===== config.mk =====
export PLATFORM = sky130hd
export DESIGN_NAME = pixel_sram_arbiter
export DESIGN_NICKNAME = d
export VERILOG_FILES = /design/src/rtl/pixel_sram_arbiter.sv
export SDC_FILE = /design/constraint.sdc
export NUM_CORES = 1
export LEC_CHECK = 0
export ABC_AREA = 1
export BUFFER_PORTS_ARGS = -buffer_cell sky130_fd_sc_hd__clkbuf_2
export CAP_MARGIN = 20
export CORE_AREA = 3 3 529 531
export CTS_CLUSTER_SIZE = 25
export DETAILED_ROUTE_END_ITERATION = 8
export DIE_AREA = 0 0 532 534
export GPL_ROUTABILITY_DRIVEN = 0
export PLACE_DENSITY = 0.38
export SYNTH_ARGS = -nofsm -noshare
export SYNTH_HDL_FRONTEND = slang
export SYNTH_SLANG_ARGS = --single-unit

===== constraint.sdc =====
create_clock -name clk -period 23 [get_ports clk]
set_input_delay 2.3 -clock clk [delete_from_list [all_inputs] [get_ports clk]]
set_output_delay 2.3 -clock clk [all_outputs]
set_load 0.01 [all_outputs]

===== src/rtl/pixel_sram_arbiter.sv =====
// Shares one 4-bank pixel SRAM between the layer-2 conv writer (through a small write FIFO) and
// the layer-3 2x2 maxpool reader, issuing at most one SRAM action per cycle.
module pixel_sram_arbiter #(
    parameter int unsigned DATA_W     = 128,
    parameter int unsigned ROWS       = 16,
    parameter int unsigned COLS       = 16,
    parameter int unsigned FIFO_DEPTH = 4,
    parameter int unsigned ADDR_W     = 6
) (
    input  logic              clk,
    input  logic              rst,
    input  logic              frame_clear_i,
    input  logic              wr_valid_i,
    output logic              wr_ready_o,
    input  logic [15:0]       wr_row_i,
    input  logic [15:0]       wr_col_i,
    input  logic [DATA_W-1:0] wr_data_i,
    input  logic              rd_req_i,
    input  logic [15:0]       rd_row_i,
    input  logic [15:0]       rd_col_i,
    output logic              rd_gnt_o,
    output logic              rd_valid_o,
    output logic [DATA_W-1:0] rd_data_ee_o,
    output logic [DATA_W-1:0] rd_data_eo_o,
    output logic [DATA_W-1:0] rd_data_oe_o,
    output logic [DATA_W-1:0] rd_data_oo_o,
    output logic [3:0]        bank_cs_o,
    output logic [3:0]        bank_we_o,
    output logic [ADDR_W-1:0] bank_addr_o,
    output logic [DATA_W-1:0] bank_wdata_o,
    input  logic [DATA_W-1:0] bank_rdata_ee_i,
    input  logic [DATA_W-1:0] bank_rdata_eo_i,
    input  logic [DATA_W-1:0] bank_rdata_oe_i,
    input  logic [DATA_W-1:0] bank_rdata_oo_i,
    output logic              pixel_store_done_o
);

    localparam int unsigned HalfCols = COLS / 2;
    localparam int unsigned Pixels   = ROWS * COLS;
    localparam int unsigned CntW     = $clog2(Pixels);
    localparam int unsigned PtrW     = $clog2(FIFO_DEPTH);
    localparam int unsigned LvlW     = PtrW + 1;

    typedef struct packed {
        logic [1:0]        bank;
        logic [ADDR_W-1:0] addr;
        logic [DATA_W-1:0] data;
    } entry_t;

    typedef enum logic [1:0] {GntNone, GntWr, GntRd} gnt_e;

    entry_t            fifo_q [FIFO_DEPTH];
    logic [PtrW-1:0]   wptr_q, rptr_q;
    logic [LvlW-1:0]   level_q;
    logic [CntW-1:0]   pix_cnt_q;
    logic              last_wr_q;
    logic              rd_valid_q;
    logic              done_q;

    gnt_e   gnt;
    entry_t head;
    entry_t wr_entry;
    logic   push, pop, urgent, wr_pend;

    assign head       = fifo_q[rptr_q];
    assign wr_ready_o = (level_q != LvlW'(FIFO_DEPTH));
    assign push       = wr_valid_i && wr_ready_o;
    assign pop        = (gnt == GntWr);
    assign wr_pend    = (level_q != '0);
    assign urgent     = (level_q >= LvlW'(FIFO_DEPTH - 1));

    // Bank and address are resolved at push time so the head drives the SRAM directly.
    assign wr_entry = '{
        bank: {wr_row_i[0], wr_col_i[0]},
        addr: ADDR_W'(32'(wr_row_i[15:1]) * HalfCols + 32'(wr_col_i[15:1])),
        data: wr_data_i
    };

    always_comb begin
        gnt = GntNone;
        if (!rst) begin
            if (urgent) begin
                gnt = GntWr;
            end else if (wr_pend && rd_req_i) begin
                gnt = last_wr_q ? GntRd : GntWr;
            end else if (wr_pend) begin
                gnt = GntWr;
            end else if (rd_req_i) begin
                gnt = GntRd;
            end
        end
    end

    always_comb begin
        rd_gnt_o     = 1'b0;
        bank_cs_o    = 4'h0;
        bank_we_o    = 4'h0;
        bank_addr_o  = '0;
        bank_wdata_o = '0;
        case (gnt)
            GntWr: begin
                bank_cs_o    = 4'b0001 << head.bank;
                bank_we_o    = 4'b0001 << head.bank;
                bank_addr_o  = head.addr;
                bank_wdata_o = head.data;
            end
            GntRd: begin
                rd_gnt_o    = 1'b1;
                bank_cs_o   = 4'hF;
                bank_addr_o = ADDR_W'(32'(rd_row_i) * HalfCols + 32'(rd_col_i));
            end
            default: ;
        endcase
    end

    always_ff @(posedge clk or posedge rst) begin
        if (rst) begin
            for (int i = 0; i < int'(FIFO_DEPTH); i++) fifo_q[i] <= '0;
            wptr_q     <= '0;
            rptr_q     <= '0;
            level_q    <= '0;
            pix_cnt_q  <= '0;
            last_wr_q  <= 1'b1;
            rd_valid_q <= 1'b0;
            done_q     <= 1'b0;
        end else begin
            rd_valid_q <= (gnt == GntRd);
            done_q     <= 1'b0;
            if (frame_clear_i) begin
                // A write granted this cycle still reaches the SRAM but is not counted.
                wptr_q    <= '0;
                rptr_q    <= '0;
                level_q   <= '0;
                pix_cnt_q <= '0;
                last_wr_q <= 1'b1;
            end else begin
                if (push) begin
                    fifo_q[wptr_q] <= wr_entry;
                    wptr_q         <= wptr_q + 1'b1;
                end
                if (pop) begin
                    rptr_q <= rptr_q + 1'b1;
                    if (pix_cnt_q == CntW'(Pixels - 1)) begin
                        pix_cnt_q <= '0;
                        done_q    <= 1'b1;
                    end else begin
                        pix_cnt_q <= pix_cnt_q + 1'b1;
                    end
                end
                level_q <= level_q + LvlW'(push) - LvlW'(pop);
                if (gnt == GntWr) begin
                    last_wr_q <= 1'b1;
                end else if (gnt == GntRd) begin
                    last_wr_q <= 1'b0;
                end
            end
        end
    end

    assign rd_valid_o         = rd_valid_q;
    assign pixel_store_done_o = done_q;
    assign rd_data_ee_o       = bank_rdata_ee_i;
    assign rd_data_eo_o       = bank_rdata_eo_i;
    assign rd_data_oe_o       = bank_rdata_oe_i;
    assign rd_data_oo_o       = bank_rdata_oo_i;

endmodule

==> results.toml <==
[run_status]
status = "complete, no violations"

[yosys]
synth_area_leaders = "dfrtp_1 (47%), buf_4 (13%), o21ai_0 (9.8%), nand2_1 (7.6%), nor2_1 (6.9%)"
yosysMostFrequentCell = "nand2_1"
yosys_register_bits = 562
ys_warn_count = 0
ys.flop_type = "dfrtp_1"
netlist.top_cell.by_area = "dfrtp_1"
synth.yosys.seq_area_share_pct = 46.7
synth_commonest_cells = "nand2_1 (612), o21ai_0 (590), dfrtp_1 (561)"
async_flop_share_pct = 100
syn_area_per_cell_um2 = 8.27
synth_edf_count = 0
synth_fp_nets = 4367
synthCells = 3643
synth_top_area_share_pct = 46.6
yosysUniqueCellTypes = 28
netlist_area_um2 = 30100

[sta]
setup_tns_ns = 0
worst_slack_ns = 15.52
rsz0062_at_grt = "false"
finalSetupViolCount = 0
hold_violations = 0
fin_skew_ns = 0.0330
slew_violations = 0
min_period_ns = 7.48
fmax_ghz = 0.134
tightestPinTransition_ns = 1.11
hold_ws_ns = 0.474
finalCritPeriodShare_pct = 32.5
relSlewSlack_pct = 26.2

[critical_path]
crit_type = "input pin to output pin"
reg2reg_to = "fifo_q[321]"
rrSetupSlack_ns = 19.92
r2r_cells = 8
cp-end-kind = "output pin"
crit_required_ns = 20.70
critPathLaunchType = "input pin"
r2r-start = "level_q[1]"
cp.arrival_ns = 5.18
crit_fanout = 76

[clock_network]
post_cts_buffers = 0
postCtsHoldBufs = 0
clk_latency_ns = 0.66
cts_sinks = 562
htreeDepth = 3
cts-root-buf = "clkbuf_16"
cts.reportedPaths.clkPinSlew_ns = 0.06
cts_tree = "yes"
cts_max_path_buffers = 3
ctsResizeCount = 0
numCtsBuffers = 69

[detailed_routing]
drtAntennaViolNets = 0
via_count = 22934
finalWirelength_um = 225000
drc_errors = 0
wl_met2_um = 100000
dr_wl_met3_um = 70100
met1_length_um = 49400
detail_route.wl_per_cell_um = 31.8
vias_per_cell = 3.24
drt_iter0_markers = 1501
routed.top_layer = "met5"
first_pass_iters = 5

[global_routing]
grt_max_degree = 157
antenna_found_initial = 56
overflow = 0
grt_pass1_vias = 22038
grt_pass1_wl_um = 277000
grtUsageTotal_pct = 15.3

[layout]
drive_gt1_share_pct = 16.7
final.fill_count = 31904
multi_input_area_um2 = 10100
instances_no_fill = 7080
seqCellArea_um2 = 14100
nNetsFinal = 4025
syn2layout_area_growth_pct = 11.6

[floorplanning]
core_area_um2 = 276000
die_x_um = 532
rows = 193
start_util_pct = 10.9
ios = 1367
die_h_um = 534
dieArea_um2 = 284000

[hold_path]
min_from = "fifo_q[286]"
hold_class = "register to register"
holdPathEnd = "fifo_q[286]"
hold_depth = 2

[pwr]
p_per_area_nw_per_um2 = 118
seq_power_share_pct = 40.7
switchingPower_mw = 1.49
peakVddDrop_mv = 0.0590
netSwitchingFraction_pct = 37.3
p_int_mw = 2.50
combPwrFrac_pct = 30.2
p_leak_nw = 14.5
clkPwrFrac_pct = 29.2

[placement]
port_buffers = 298
numPlacedInstances = 6935
place_ws_ns = 15.36
place_hpwl_um = 187000

[job]
cap_viol_max_count = 0
==> critical path, stage by stage <==
cell      delay [ns]
clkbuf_2        0.12
inv_8           0.24
nand3_1         0.16
ha_1            0.29
inv_6           0.64
buf_4           0.81
a21oi_1         0.20
clkbuf_2        0.20
==> stage by stage <==
stage / utilization [%] / power (mW) / cell area [µm²]
2_1_floorplan: - / 2.55 / 30100
3_3_place_gp: 11.3 / 2.84 / 31200
3_5_place_dp: 11.3 / 2.86 / 31200
4_1_cts: 12.2 / 4.06 / 33600
5_1_grt: 12.2 / 4.31 / 33600
6_report: 12.2 / 3.99 / 33600
==> registers in the layout, summed over array words and instances, names as in the netlist <==
| register | cells |
|---|---|
| last_wr_q | 1 |
| pix_cnt_q | 8 |
| pixel_store_done_o | 1 |
| fifo_q | 544 |
| rd_valid_o | 1 |
| level_q | 3 |
| wptr_q | 2 |
| rptr_q | 2 |
==> cells in the final DEF, fill, tap and decap left out, types with 25 or more instances in the layout <==
master and count:
dfrtp_1 559, nor2_1 551, inv_1 164, nand2_1 612
a21oi_1 144, buf_4 25, o21ai_1 111, clkbuf_16 70
clkbuf_2 298, o21ai_2 113, o21ai_0 590
==> how the worst max path moves through the flow <==
stage,from,end,slack (ns),cells after the start
2_1_floorplan,rst,bank_wdata_o[19],4.32,8
3_3_place_gp,rst,bank_wdata_o[88],15.37,8
3_5_place_dp,rst,bank_wdata_o[88],15.36,8
4_1_cts,rst,bank_wdata_o[88],15.35,8
5_1_grt,rst,bank_wdata_o[88],15.28,8
6_report,rst,bank_wdata_o[88],15.52,8
==> layer usage <==
metal / track usage, % / vias to the layer above
met1: 9.82 / 10572
met3: 22.0 / 173
met4: 2.42 / 40
li1: - / 10506
met2: 24.2 / 1643
met5: 2.03 / -
==> logic make-up after synthesis <==
kind of cell               count (synthesis)  synth area share [%]
buffers and inverters                    906                  19.9
and+or+nand+nor                         1196                  15.2
AOI/OAI and AO/OA                        959                  17.3
adders and majority gates                 15                 0.698
DFF                                      562                  46.7
xor gates and xnor gates                   5                 0.145
==> power by group through the flow <==
stage          clock (mW)  sequential (mW)  combinational [mW]
3_5_place_dp            0             1.63                1.23
2_1_floorplan           0             1.57               0.979
5_1_grt              1.25             1.67                1.39
6_report             1.16             1.62                1.20
4_1_cts              1.21             1.62                1.23
3_3_place_gp            0             1.62                1.22
==> layout make-up <==
cell class	count	share of cell area [%]
repair buffers	325	5.11
diodes	21	0.156
multi-input cells	2175	30.0
flip-flops and latches	562	41.8
inverters	168	1.95
clock buffers	101	5.94
well taps	3705	13.8
clock inverters	23	1.20
No activity file was read; power rests on OpenSTA's default activity.
